--- config.mk ---
export PLATFORM = sky130hd
export DESIGN_NAME = hpb_wr_master
export DESIGN_NICKNAME = d
export VERILOG_FILES = /design/src/rtl/hpb_wr_master_pkg.sv /design/src/rtl/hpb_fifo.sv /design/src/rtl/hpb_wr_master.sv
export SDC_FILE = /design/constraint.sdc
export NUM_CORES = 1
export LEC_CHECK = 0
export CAP_MARGIN = 20
export CORE_ASPECT_RATIO = 1.75
export CORE_MARGIN = 8
export CORE_UTILIZATION = 28
export CTS_CLUSTER_DIAMETER = 120
export CTS_CLUSTER_SIZE = 24
export DETAILED_ROUTE_END_ITERATION = 10
export SKIP_LAST_GASP = 1
export SLEW_MARGIN = 20
export SYNTH_ARGS = -nofsm -noshare
export SYNTH_HDL_FRONTEND = slang
export SYNTH_SLANG_ARGS = --single-unit
--- constraint.sdc ---
create_clock -name clk -period 3.83 [get_ports clk]
set_input_delay 0.383 -clock clk [delete_from_list [all_inputs] [get_ports clk]]
set_output_delay 0.383 -clock clk [all_outputs]
set_load 0.05 [all_outputs]
--- src/rtl/hpb_wr_master_pkg.sv ---
// Shared types and constants for the host-side parameter RAM write initiator.
package hpb_wr_master_pkg;

    localparam int unsigned HPB_ADDR_W = 14;

    typedef enum logic [1:0] {
        HPB_IDLE,
        HPB_REQ,
        HPB_RELEASE
    } hpb_state_t;

    // Ceiling log2, never below 1 so a pointer always has at least one bit.
    function automatic int unsigned log2(input int unsigned n);
        int unsigned r;
        r = 1;
        for (int unsigned i = 1; i < 32; i++) begin
            if ((32'd1 << i) < n) r = i + 1;
        end
        return r;
    endfunction

endpackage

--- src/rtl/hpb_fifo.sv ---
// Synchronous FIFO buffering host writes; count-based full/empty, no bypass.
module hpb_fifo
    import hpb_wr_master_pkg::*;
#(
    parameter int unsigned WIDTH = 8,
    parameter int unsigned DEPTH = 4
) (
    input  logic             clk,
    input  logic             reset_n,
    input  logic             push,
    input  logic             pop,
    input  logic [WIDTH-1:0] din,
    output logic             full,
    output logic             empty,
    output logic [WIDTH-1:0] head
);

    localparam int unsigned PTR_W = log2(DEPTH);

    logic [WIDTH-1:0] mem [DEPTH];
    logic [PTR_W-1:0] wr_ptr;
    logic [PTR_W-1:0] rd_ptr;
    logic [PTR_W:0]   count;
    logic             do_push;
    logic             do_pop;

    assign full    = (count == (PTR_W + 1)'(DEPTH));
    assign empty   = (count == '0);
    assign do_push = push && !full;
    assign do_pop  = pop && !empty;
    assign head    = mem[rd_ptr];

    always_ff @(posedge clk or negedge reset_n) begin
        if (!reset_n) begin
            wr_ptr <= '0;
            rd_ptr <= '0;
            count  <= '0;
        end else begin
            if (do_push) wr_ptr <= wr_ptr + PTR_W'(1);
            if (do_pop)  rd_ptr <= rd_ptr + PTR_W'(1);
            unique case ({do_push, do_pop})
                2'b10:   count <= count + (PTR_W + 1)'(1);
                2'b01:   count <= count - (PTR_W + 1)'(1);
                default: count <= count;
            endcase
        end
    end

    // Storage needs no reset; validity is tracked by count.
    always_ff @(posedge clk) begin
        if (do_push) mem[wr_ptr] <= din;
    end

endmodule

--- src/rtl/hpb_wr_master.sv ---
// Buffers host config writes and issues them one at a time on the hpb_wr_* request port.
module hpb_wr_master
    import hpb_wr_master_pkg::*;
#(
    parameter int unsigned HPB_RAM_WIDTH  = 64,
    parameter int unsigned HPB_FIFO_DEPTH = 4,
    parameter int unsigned HPB_STALL_MAX  = 255
) (
    input  logic                       clk,
    input  logic                       reset_n,
    input  logic                       host_valid,
    output logic                       host_ready,
    input  logic [HPB_ADDR_W-1:0]      host_addr,
    input  logic [HPB_RAM_WIDTH-1:0]   host_data,
    input  logic [HPB_RAM_WIDTH/8-1:0] host_be,
    output logic                       hpb_wr_req,
    output logic [HPB_ADDR_W-1:0]      hpb_wr_addr,
    output logic [HPB_RAM_WIDTH-1:0]   hpb_wr_data,
    output logic [HPB_RAM_WIDTH/8-1:0] hpb_wr_en,
    input  logic                       rcb_wr_done,
    input  logic                       stall_clr,
    output logic                       hpb_busy,
    output logic                       hpb_stall,
    output logic [15:0]                hpb_wr_cnt
);

    localparam int unsigned BE_W    = HPB_RAM_WIDTH / 8;
    localparam int unsigned ENTRY_W = HPB_ADDR_W + HPB_RAM_WIDTH + BE_W;
    localparam int unsigned STALL_W = $clog2(HPB_STALL_MAX + 1);

    hpb_state_t          state;
    logic [STALL_W-1:0]  stall_cnt;
    logic [ENTRY_W-1:0]  head;
    logic                full;
    logic                empty;
    logic                push;
    logic                pop;
    logic                stall_set;

    assign host_ready = !full;
    assign push       = host_valid && !full;
    assign pop        = !empty && (state == HPB_IDLE || state == HPB_RELEASE);
    assign hpb_busy   = (state != HPB_IDLE) || !empty;
    // Fires only on the step into HPB_STALL_MAX, so a saturated counter never re-sets the flag.
    assign stall_set  = (state == HPB_REQ) && !rcb_wr_done &&
                        (stall_cnt == STALL_W'(HPB_STALL_MAX - 1));

    hpb_fifo #(
        .WIDTH (ENTRY_W),
        .DEPTH (HPB_FIFO_DEPTH)
    ) u_fifo (
        .clk     (clk),
        .reset_n (reset_n),
        .push    (push),
        .pop     (pop),
        .din     ({host_addr, host_data, host_be}),
        .full    (full),
        .empty   (empty),
        .head    (head)
    );

    always_ff @(posedge clk or negedge reset_n) begin
        if (!reset_n) begin
            state       <= HPB_IDLE;
            hpb_wr_req  <= 1'b0;
            hpb_wr_addr <= '0;
            hpb_wr_data <= '0;
            hpb_wr_en   <= '0;
            stall_cnt   <= '0;
            hpb_stall   <= 1'b0;
            hpb_wr_cnt  <= '0;
        end else begin
            if (stall_clr)      hpb_stall <= 1'b0;
            else if (stall_set) hpb_stall <= 1'b1;

            case (state)
                HPB_IDLE, HPB_RELEASE: begin
                    if (!empty) begin
                        {hpb_wr_addr, hpb_wr_data, hpb_wr_en} <= head;
                        hpb_wr_req <= 1'b1;
                        state      <= HPB_REQ;
                    end else begin
                        hpb_wr_req <= 1'b0;
                        state      <= HPB_IDLE;
                    end
                end
                HPB_REQ: begin
                    if (rcb_wr_done) begin
                        hpb_wr_req <= 1'b0;
                        hpb_wr_cnt <= hpb_wr_cnt + 16'd1;
                        stall_cnt  <= '0;
                        state      <= HPB_RELEASE;
                    end else if (stall_cnt != STALL_W'(HPB_STALL_MAX)) begin
                        stall_cnt <= stall_cnt + STALL_W'(1);
                    end
                end
                default: begin
                    hpb_wr_req <= 1'b0;
                    state      <= HPB_IDLE;
                end
            endcase
        end
    end

endmodule

# [Yosys cells after proc, flatten, opt, wreduce, memory -nomap -nowiden]
# Memories as Yosys holds them, arrays and structs flattened. A register that Yosys moved wholly into a read port is not among the register bits.
# Cells that the tools add are included.
[totals] regBits=35 latch_bits=0 ramBits=344 romBits=0 input_bits=91 wordCells=59 n_memories=1
[memory_table] name="u_fifo.mem" depth=4 word_bits=86 rd=1 rd_ports_with_merged_regs=1 wr=1 line="hpb_fifo.sv:20" source="logic [WIDTH-1:0] mem [DEPTH];"
[classes] add_sub_neg=6 n_mul=0 div=0 magnitude_cmp=0 eq_ne=8 n_shift=0 n_mux=13 n_bitwise=1 n_reduce_logical=22
[op_table] cell="adder 16 x 1 -> 16 bit (second input constant)" count=1
[op_table] cell="2-to-1 mux 8 bit" count=2
[op_table] cell="adder 8 x 1 -> 8 bit (second input constant)" count=1
[op_table] cell="equality test 8 bit (second input constant)" count=1
[op_table] cell="inequality test 8 bit (second input constant)" count=1
[op_table] cell="nonzero test 2 bit" count=4
[op_table] cell="2-to-1 mux 1 bit" count=7
[op_table] cell="logical AND 1 bit" count=6
[op_table] cell="case mux 3 bit (2 select lines)" count=1
[op_table] cell="AND reduction 2 bit" count=3
[op_table] cell="adder 2 x 1 -> 2 bit (second input constant)" count=2
[op_table] cell="equality test 2 x 1 -> 1 bit (second input constant)" count=2
[op_table] cell="equality test 2 bit (second input constant)" count=2
[op_table] cell="logical NOT 1 bit" count=4
[op_table] cell="case mux 2 bit (2 select lines)" count=1
[op_table] cell="adder 3 x 1 -> 3 bit (second input constant)" count=1
[op_table] cell="equality test 3 bit (second input constant)" count=1
[op_table] cell="logical NOT 3 bit" count=1
[op_table] cell="subtractor 3 x 1 -> 3 bit (second input constant)" count=1
[op_table] cell="logical NOT 2 bit" count=1
[op_table] cell="logical OR 1 bit" count=2
[op_table] cell="2-to-1 mux 2 bit" count=1
[op_table] cell="inequality test 2 bit (second input constant)" count=1
[op_table] cell="case mux 1 bit (2 select lines)" count=1
[op_table] cell="2 further kinds" count=2

# [Logic depth before layout (Yosys ltp)]
# Gate-level depths: netlist of the first run.
[logic_depth] ltp_word=6 mapped_depth=10 ltp_nobuf=10

# [By module]
# A second synthesis of the first run with hierarchy kept.
[hier_totals] hier_cells=798 hier_area_um2=17336.6
[by_module_without_submodules] module="hpb_fifo" instances=1 cells_per_inst=488 area_each_um2=12822.3 seq_area_each_um2=10505.1
[by_module_without_submodules] module="hpb_wr_master" instances=1 cells_per_inst=310 area_each_um2=4514.3 seq_area_each_um2=2852.7

# [Worst setup path before layout of the first run]
# OpenSTA, ideal clock, no wires.
[synth_timing] path_kind="register to register" startpoint="register u_fifo.count[0]" endpoint="memory u_fifo.mem[0][0] (netlist bit), enable pin" setup_time_ns=0.455 arrival_ns=3.078 required_ns=3.375 setup_slack_ns=0.297 stages_incl_launch_ff=4 cell_sequence="dfrtp_1 -> inv_1 -> nand3_1 -> and3_1"
[synth_between] elab_chain_cells=6
[synth_rtl] element="start: declaration" line="hpb_fifo.sv:23" source="logic [PTR_W:0] count;"
[synth_rtl] element="start signal: assignment" line="hpb_fifo.sv:42" source="2'b10: count <= count + (PTR_W + 1)'(1);"
[synth_rtl] element="start signal: assignment" line="hpb_fifo.sv:43" source="2'b01: count <= count - (PTR_W + 1)'(1);"
[synth_rtl] element="start signal: assignment" line="hpb_fifo.sv:44" source="default: count <= count;"
[synth_rtl] element="equality test 3 bit (*)" line="hpb_fifo.sv:27" source="assign full = (count == (PTR_W + 1)'(DEPTH));"
[synth_rtl] element="logical NOT 1 bit (*)"
[synth_rtl] element="net host_ready" line="hpb_wr_master.sv:12" source="output logic host_ready,"
[synth_rtl] element="logical AND 1 bit" line="hpb_wr_master.sv:41" source="assign push = host_valid && !full;"
[synth_rtl] element="logical AND 1 bit (*)" line="hpb_fifo.sv:29" source="assign do_push = push && !full;"
[synth_rtl] element="2-to-1 mux 1 bit (*)" line="hpb_fifo.sv:51" source="if (do_push) mem[wr_ptr] <= din;"
[synth_rtl] element="2-to-1 mux 1 bit (implied by the code) (*)" line="hpb_fifo.sv:51"
[synth_rtl] element="end: declaration" line="hpb_fifo.sv:20"
# Mark *: on every way through the listed nets, which the timed path passes. The rest lies on a longest branch.

# [Final worst setup path of the first run]
[layout_timing] startpoint="register u_fifo.count[0]" endpoint="output port hpb_busy"
[layout_between] elab_chain_cells=3
[layout_rtl] element="logical NOT 3 bit" line="hpb_fifo.sv:28" source="assign empty = (count == '0);"
[layout_rtl] element="logical NOT 1 bit" line="hpb_wr_master.sv:43" source="assign hpb_busy = (state != HPB_IDLE) || !empty;"
[layout_rtl] element="logical OR 1 bit" line="hpb_wr_master.sv:43"
[layout_rtl] element="end: declaration" line="hpb_wr_master.sv:22" source="output logic hpb_busy,"
# No other way between the ends.

==> impl_metrics.ini, run 1 <==
[status]
status = finished, final reports clean

[cts]
htree_levels = 1
clkTransAtPathRegs_ns = 0.10
cts_root_buffer = clkbuf_16
cts_tree = done
insertion_delay_ns = 0.57
cts-buffers-inserted = 23
clock-sinks = 464
max-clock-path-buffers = 3

[sta]
rsz0062_at_grt = no
timing.fmax_ghz = 0.388
tightest_slew_ns = 0.857
min_period_ns = 2.58
hold_violations = 0
finClkSkew_ns = 0.0298
slew_headroom_pct = 42.9
min_period_over_period_pct = 67.4
slew_violations = 0
final-setup-viol-count = 0
fin_setup_tns_ns = 0

[power_and_ir_drop]
cellPowerDensity_nw_per_um2 = 817
internal-power_uw = 10900
switching_power_uw = 6180
ir_drop_mv = 0.555
p_total_uw = 17100
clkPwrFrac_pct = 15.7
pwr-share-comb_pct = 39.7
p_leak_uw = 0.00701
seqPwrFrac_pct = 44.6
swShare_pct = 36.1

[hold_path]
hold_path.class = input port to register
hold_start = stall_clr

[global_routing]
overflow = 0
grt_max_degree = 87
antenna_found_initial = 2
grt_pass1_wl_um = 57500
grtUsageTotal_pct = 10.8
grt_pass1_vias = 9090

[worst_setup_path]
crit_end = hpb_busy
crit_chain = nor3_2 > nand2_1 > clkdlybuf4s50_1
r2r_slack_ns = 1.58
crit_path_max_fanout = 3
reg2reg_from = state[0]
crit_type = register to output pin
cp-end-kind = output pin
r2r_end = u_fifo.count[2]
cp_slowest_cell = clkdlybuf4s50_1
startpoint = u_fifo.count[0]
reg2reg_depth = 7
worst_ep_arrival_time_ns = 2.20
cp_data_required_time_ns = 3.45
cpPeakStageDelay_ns = 0.73
cp-start-kind = register

[logic_synthesis]
syn_inst = 790
avgSynthCellArea_sq_um = 21.9
synth_area_sq_um = 17300
ys_top_cells_by_area = edfxtp_1, dfrtp_1, mux4_2
async_flop_share_pct = 25.9
synthDistinctLibCells = 43
synth_flop_cell = edfxtp_1
synthTopCellsByCount = edfxtp_1, dfrtp_1, mux4_2
ys_seq_area_share_pct = 77.2
synth_edf_count = 344
synth_top_area_share_pct = 59.8
syn_nets = 890
synth_most_common_cell = edfxtp_1
synth_largest_area_cell = edfxtp_1
yosys_warnings = 0
ys_ff_latch = 464

[floorplan]
coreArea_sq_um = 61100
io_pins = 197
dieArea_sq_um = 70200
fp-row-count = 120
die_h_um = 345
die_w_um = 204
initial_core_util_pct = 28.3

[detailed_routing]
first_pass_iters = 4
route.detailed.drc = 0
drtIter0Drc = 298
final_antenna_net_count = 0
num_vias = 8089
wl_um = 38100
wire_per_inst_um = 21.2
vias_per_cell = 4.49

[layout]
syn_to_final_growth_pct = 21.1
layoutNonFillerInstCount = 1801
multi_input_area_sq_um = 3730
drive_gt1_share_pct = 21.8
seq_area_sq_um = 13300
nets = 1091
fillers = 5692

[placement]
portBuffers = 196
hpwl_um = 23400
dp.cells = 1758
gp_congestion = 0.721

[flow_run]
max-cap-violations = 0
## sequential cells by signal, summed over array words and instances, names as in the netlist
signal         flops
hpb_stall          1
hpb_wr_addr       14
hpb_wr_cnt        16
hpb_wr_data       64
hpb_wr_en          8
stall_cnt          8
state              2
u_fifo.count       3
u_fifo.mem       344
u_fifo.rd_ptr      2
u_fifo.wr_ptr      2
## cells by family (layout without fill, tap and decap cells)
family | count (synthesis) | after routing | synth area share, %
compound gates | 19 | 19 | 0.739
xor+xnor | 21 | 21 | 1.06
fa+ha+maj | 9 | 9 | 0.695
buf+inv | 44 | 261 | 1.40
flops | 464 | 464 | 77.2
mux | 177 | 177 | 17.2
other cells | 0 | 1 | 0
simple gates | 56 | 56 | 1.75
## worst max-delay path: cells and delay by family, from the launching register on
kind                   cells  cell delay, ns
and+or+nand+nor            2            0.47
buffers and inverters      1            0.73
DFF                        1            0.43
## how the worst min path moves through the flow
stage | endpoint | cells past startpoint
after detailed placement | hpb_wr_data[36] | 1
after global placement | hpb_wr_data[36] | 1
final | hpb_stall | 2
after floorplan | hpb_stall | 0
after CTS | hpb_stall | 2
after global routing | hpb_stall | 2
## timing repair
action / 4_1_cts / 5_1_grt
resized for setup: 0 / 0
hold endpoints to repair: 49 / 0
setup buffers: 0 / 0
hold buffers: 1 / 0
## placed cells by master, fill, tap and decap left out, types with 4 or more instances in the layout
master and count:
and3_1 4, and3_4 4, buf_12 8, buf_4 4, clkbuf_1 17, clkbuf_16 23
clkdlybuf4s50_1 195, dfrtp_1 118, edfxtp_1 344, ha_1 8, inv_1 11, mux2_2 85
mux4_2 86, nand2_1 9, nand3_1 7, nand4_1 8, nor2_1 11, o21ai_0 4
xnor2_1 16, xor2_1 5
## power by group through the flow
| stage | Clock (uW) | Combinational [uW] | Sequential (uW) |
|---|---|---|---|
| floorplan | 0 | 3200 | 9160 |
| global placement | 0 | 6870 | 7740 |
| detailed placement | 0 | 6950 | 7790 |
| CTS | 2830 | 6960 | 7680 |
| global route | 2960 | 7230 | 7800 |
| finish | 2690 | 6790 | 7630 |
## cell type report
| type | count | area share (%) |
|---|---|---|
| inverter | 11 | 0.197 |
| clock buffer | 40 | 3.06 |
| clock inverter | 1 | 0.0777 |
| sequential | 464 | 63.8 |
| tap | 793 | 4.74 |
| antenna | 1 | 0.0120 |
| multi-input combinational | 282 | 17.8 |
| timing repair buffer | 209 | 10.3 |
## metal layers
layer	GRT usage [%]	vias up	wire, um
li1	-	3550	-
met1	11.7	4340	14200
met2	21.0	160	21500
met3	1.72	37	1550
met4	3.41	2	853
met5	0	-	13
## metrics by stage
| stage | setup WS (ns) | instance area [sq um] | util (%) | hold WS [ns] |
|---|---|---|---|---|
| final | 1.25 | 20900 | 34.2 | 0.343 |
| after CTS | 1.16 | 20900 | 34.2 | 0.298 |
| after global routing | 1.09 | 20900 | 34.2 | 0.327 |
| after floorplan | 0.297 | 17300 | - | 0.0874 |
| after global placement | 1.53 | 20300 | 33.1 | 0.443 |
| after detailed placement | 1.51 | 20300 | 33.1 | 0.432 |
Power figures use the tool's default switching activity.
==> inputs of run 2 (changes only) <==
==> constraint.sdc (replaced) <==
create_clock -name clk -period 2.1 [get_ports clk]
set_input_delay 0.21 -clock clk [delete_from_list [all_inputs] [get_ports clk]]
set_output_delay 0.21 -clock clk [all_outputs]
set_load 0.05 [all_outputs]
==> impl_metrics.ini, run 2 (same netlist as run 1, synthesis figures left out) <==
[layout]
final_core_util_pct = 34.9
nets = 1122
postLayoutCellArea_sq_um = 21300
drive_gt1_share_pct = 24.8
syn_to_final_growth_pct = 23.5
reg.largest.list = u_fifo.mem (344), hpb_wr_data (64), hpb_wr_cnt (16)
mostFrequentLayoutCell = edfxtp_1
largest_register_ffs = 344
final_cell_mix = edfxtp_1, clkdlybuf4s50_1, dfrtp_1
fillers = 5685
top_register = u_fifo.mem

[worst_setup_path]
cpPeakStageDelay_ns = 0.83
cp_top_family = buffers and inverters
startpoint = hpb_wr_data[51]
r2r_slack_ns = 0.12
crit_chain = clkdlybuf4s50_1
worst-path-stages = 1
crit_path_max_fanout = 2
cp_data_required_time_ns = 1.89
r2r_end = u_fifo.count[2]
cp-start-kind = register
crit_type = register to output pin
cp_slowest_cell = clkdlybuf4s50_1
reg2reg_from = u_fifo.count[0]
cp-end-kind = output pin
worst_ep_arrival_time_ns = 1.81
crit_end = hpb_wr_data[51]
path_buf_inv = 1
reg2reg_depth = 10

[floorplan]
dieArea_sq_um = 70200
coreArea_sq_um = 61100
die_w_um = 204
io_pins = 197
fp-row-count = 120
die_h_um = 345
initial_core_util_pct = 28.3

[global_routing]
grt_use_met2_pct = 21.4
antenna_found_initial = 7
grt_pass1_wl_um = 57000
grt_pass1_vias = 9131
overflow = 0
grt_max_degree = 89
grt.met1_usage_pct = 11.0
grt_util_met3_pct = 2.33
grtUsageTotal_pct = 10.8
busiest_layer = met2

[placement]
portBuffers = 196
dp_slack_ns = 0.0836
gp_congestion = 0.739
hpwl_um = 25700
placed_cell_area_sq_um = 20600

[detailed_routing]
vias_per_cell = 4.44
wl_um = 38600
final_antenna_net_count = 0
drtIter0Drc = 315
wire_per_inst_um = 21.0
first_pass_iters = 4
route.detailed.drc = 0
num_vias = 8149

[sta]
fin_setup_tns_ns = 0
finClkSkew_ns = 0.0214
timing.fmax_ghz = 0.496
slew_violations = 0
min_period_ns = 2.02
final-setup-viol-count = 0
slew_headroom_pct = 55.5
rsz0062_at_grt = yes
layout_setup_ws_ns = 0.0825
min_period_over_period_pct = 96.1
tightest_slew_ns = 0.667
hold_violations = 0

[cts]
cts_root_buffer = clkbuf_16
clkTransAtPathRegs_ns = 0.09
insertion_delay_ns = 0.57
cts_tree = done
cts-buffers-inserted = 23
max-clock-path-buffers = 3
clock-sinks = 464
htree_levels = 1

[status]
status = finished, final reports clean

[power_and_ir_drop]
p_leak_uw = 0.00737
cellPowerDensity_nw_per_um2 = 1480
ir_drop_mv = 1.08

[flow_run]
max-cap-violations = 0

[hold_path]
hold_path.class = input port to async pin
run 2: worst min-delay path by stage:
stage / slack (ns) / cells after the start / end / from
floorplan: -0.09 / 0 / hpb_stall / reset_n
global placement: 0.19 / 1 / stall_cnt[7] / reset_n
detailed placement: 0.18 / 1 / stall_cnt[7] / reset_n
CTS: 0.13 / 2 / stall_cnt[7] / reset_n
global route: 0.16 / 2 / stall_cnt[0] / reset_n
finish: 0.15 / 2 / stall_cnt[7] / reset_n
run 2: layout make-up:
cell class	count	area (sq um)	share of cell area, %
Clock buffer	40	639	3.00
Timing Repair Buffer	240	2550	11.9
Multi-Input combinational cell	282	3750	17.6
Sequential cell	464	13300	62.5
Antenna cell	5	12.5	0.0586
Clock inverter	2	25.0	0.117
Tap cell	793	992	4.65
Inverter	11	41.3	0.193
run 2: repair_timing:
item                                   CTS  global route
setup buffers                            0             1
hold buffers                             1             0
gates resized for setup                 17            11
endpoints found under the hold margin   79             0
setup endpoints to repair               15            11
run 2: power breakdown:
group          internal [uW]  switching, uW  total, uW
combinational           5660           7580      13200
sequential             12400           1060      13500
clock                   2120           2830       4950
total                  20200          11500      31700
run 2: metal layers:
layer | vias to the layer above | wire length [um]
met1 | 4335 | 13900
li1 | 3618 | -
met4 | 4 | 655
met3 | 36 | 1900
met2 | 156 | 22100
met5 | - | 23
run 2: stage by stage:
stage | std cells | hold WS, ns | total power (uW)
CTS | 1831 | 0.128 | 32400
global placement | 1788 | 0.187 | 27100
global route | 1832 | 0.160 | 33200
finish | 1837 | 0.145 | 31700
detailed placement | 1788 | 0.185 | 27400
floorplan | 790 | -0.0856 | 22500
==> inputs of run 3 (changes only) <==
--- a/config.mk
+++ b/config.mk
@@ -10,7 +10,7 @@
 export CORE_MARGIN = 8
 export CORE_UTILIZATION = 28
 export CTS_CLUSTER_DIAMETER = 120
-export CTS_CLUSTER_SIZE = 24
+export CTS_CLUSTER_SIZE = 16
 export DETAILED_ROUTE_END_ITERATION = 10
 export SKIP_LAST_GASP = 1
 export SLEW_MARGIN = 20
==> impl_metrics.ini, run 3 (same netlist as run 1, synthesis figures left out) <==
[status]
status = finished, final reports clean

[layout]
largest_register_ffs = 344
final_core_util_pct = 35.5
top_register = u_fifo.mem
final_cell_mix = edfxtp_1, clkdlybuf4s50_1, dfrtp_1
mostFrequentLayoutCell = edfxtp_1
postLayoutCellArea_sq_um = 21700
fillers = 5662
nets = 1133
syn_to_final_growth_pct = 25.5
reg.largest.list = u_fifo.mem (344), hpb_wr_data (64), hpb_wr_cnt (16)
drive_gt1_share_pct = 25.5

[worst_setup_path]
cp-start-kind = register
worst-path-stages = 1
cp_data_required_time_ns = 1.89
startpoint = hpb_wr_data[36]
reg2reg_depth = 10
worst_ep_arrival_time_ns = 1.81
cp_top_family = buffers and inverters
crit_type = register to output pin
crit_path_max_fanout = 2
cpPeakStageDelay_ns = 0.89
path_buf_inv = 1
reg2reg_from = u_fifo.count[0]
r2r_end = u_fifo.count[2]
crit_chain = clkdlybuf4s50_1
r2r_slack_ns = 0.12
cp_slowest_cell = clkdlybuf4s50_1
cp-end-kind = output pin

[detailed_routing]
drtIter0Drc = 304
final_antenna_net_count = 0
wl_um = 39200
num_vias = 8269
route.detailed.drc = 0
first_pass_iters = 4
vias_per_cell = 4.45
wire_per_inst_um = 21.1

[sta]
hold_violations = 0
timing.fmax_ghz = 0.494
final-setup-viol-count = 0
tightest_slew_ns = 0.675
slew_violations = 0
min_period_ns = 2.02
rsz0062_at_grt = yes
slew_headroom_pct = 55.0
min_period_over_period_pct = 96.3
finClkSkew_ns = 0.0191

[flow_run]
max-cap-violations = 0

[floorplan]
die_h_um = 345
coreArea_sq_um = 61100
io_pins = 197
initial_core_util_pct = 28.3
fp-row-count = 120
dieArea_sq_um = 70200
die_w_um = 204

[cts]
cts_tree = done
htree_levels = 2
clkTransAtPathRegs_ns = 0.08
cts_root_buffer = clkbuf_16
max-clock-path-buffers = 3
insertion_delay_ns = 0.56
clock-sinks = 464
cts-buffers-inserted = 34

[global_routing]
grt_max_degree = 89
grtUsageTotal_pct = 11.2
antenna_found_initial = 9
grt_pass1_vias = 9293
grt_pass1_wl_um = 58200
overflow = 0

[power_and_ir_drop]
p_leak_uw = 0.00749
ir_drop_mv = 1.20
seqPwrFrac_pct = 40.9
internal-power_uw = 21300
clkPwrFrac_pct = 19.0
switching_power_uw = 11800
cellPowerDensity_nw_per_um2 = 1530
swShare_pct = 35.7
p_total_uw = 33100
pwr-share-comb_pct = 40.2

[placement]
hpwl_um = 25700
gp_congestion = 0.739
portBuffers = 196
placed_cell_area_sq_um = 20600

[hold_path]
hold_path.class = input port to async pin
-- run 3: layout make-up --
class	count	area (sq um)	share of cell area [%]
sequential	464	13300	61.5
multi-input combinational	282	3750	17.3
timing repair buffer	240	2550	11.8
tap	793	992	4.57
clock buffer	59	966	4.45
inverter	11	41.3	0.190
clock inverter	2	32.5	0.150
antenna	7	17.5	0.0808
-- run 3: worst max path at each step --
stage and endpoint:
2_1_floorplan u_fifo.count[2], 3_3_place_gp u_fifo.count[2], 5_1_grt hpb_busy, 4_1_cts hpb_busy, 3_5_place_dp u_fifo.count[2], 6_report hpb_wr_data[36]
-- run 3: power by group through the flow --
stage	Sequential (uW)	Combinational, uW	Clock, uW
3_3_place_gp	13600	13500	0
5_1_grt	13800	14100	6870
2_1_floorplan	16600	5910	0
6_report	13500	13300	6290
3_5_place_dp	13800	13700	0
4_1_cts	13600	13600	6590
-- run 3: metrics by stage --
| step | setup TNS [ns] | hold WS [ns] | setup WS [ns] | cells |
|---|---|---|---|---|
| finish | 0 | 0.159 | 0.0771 | 1858 |
| global route | -0.000335 | 0.169 | -0.000335 | 1853 |
| CTS | -0.0103 | 0.134 | -0.0103 | 1850 |
| detailed placement | 0 | 0.185 | 0.0836 | 1788 |
| global placement | 0 | 0.187 | 0.127 | 1788 |
| floorplan | 0 | -0.0856 | 0.0104 | 790 |
-- run 3: timing repair --
action / in CTS / in global routing
gates resized for setup: 13 / 10
gates cloned: 0 / 0
setup endpoints to repair: 11 / 10
hold endpoints to repair: 79 / 0
hold buffers: 1 / 0
buffers inserted: 0 / 1
-- run 3: routing by layer --
metal / share of wire [%] / vias to the layer above / wire length (um) / GRT usage [%]
li1: - / 3655 / - / -
met1: 36 / 4402 / 14000 / 11.3
met2: 57 / 163 / 22200 / 21.4
met3: 5.0 / 45 / 1960 / 2.95
met4: 2.4 / 4 / 942 / 4.30
met5: 0.069 / - / 27 / 0
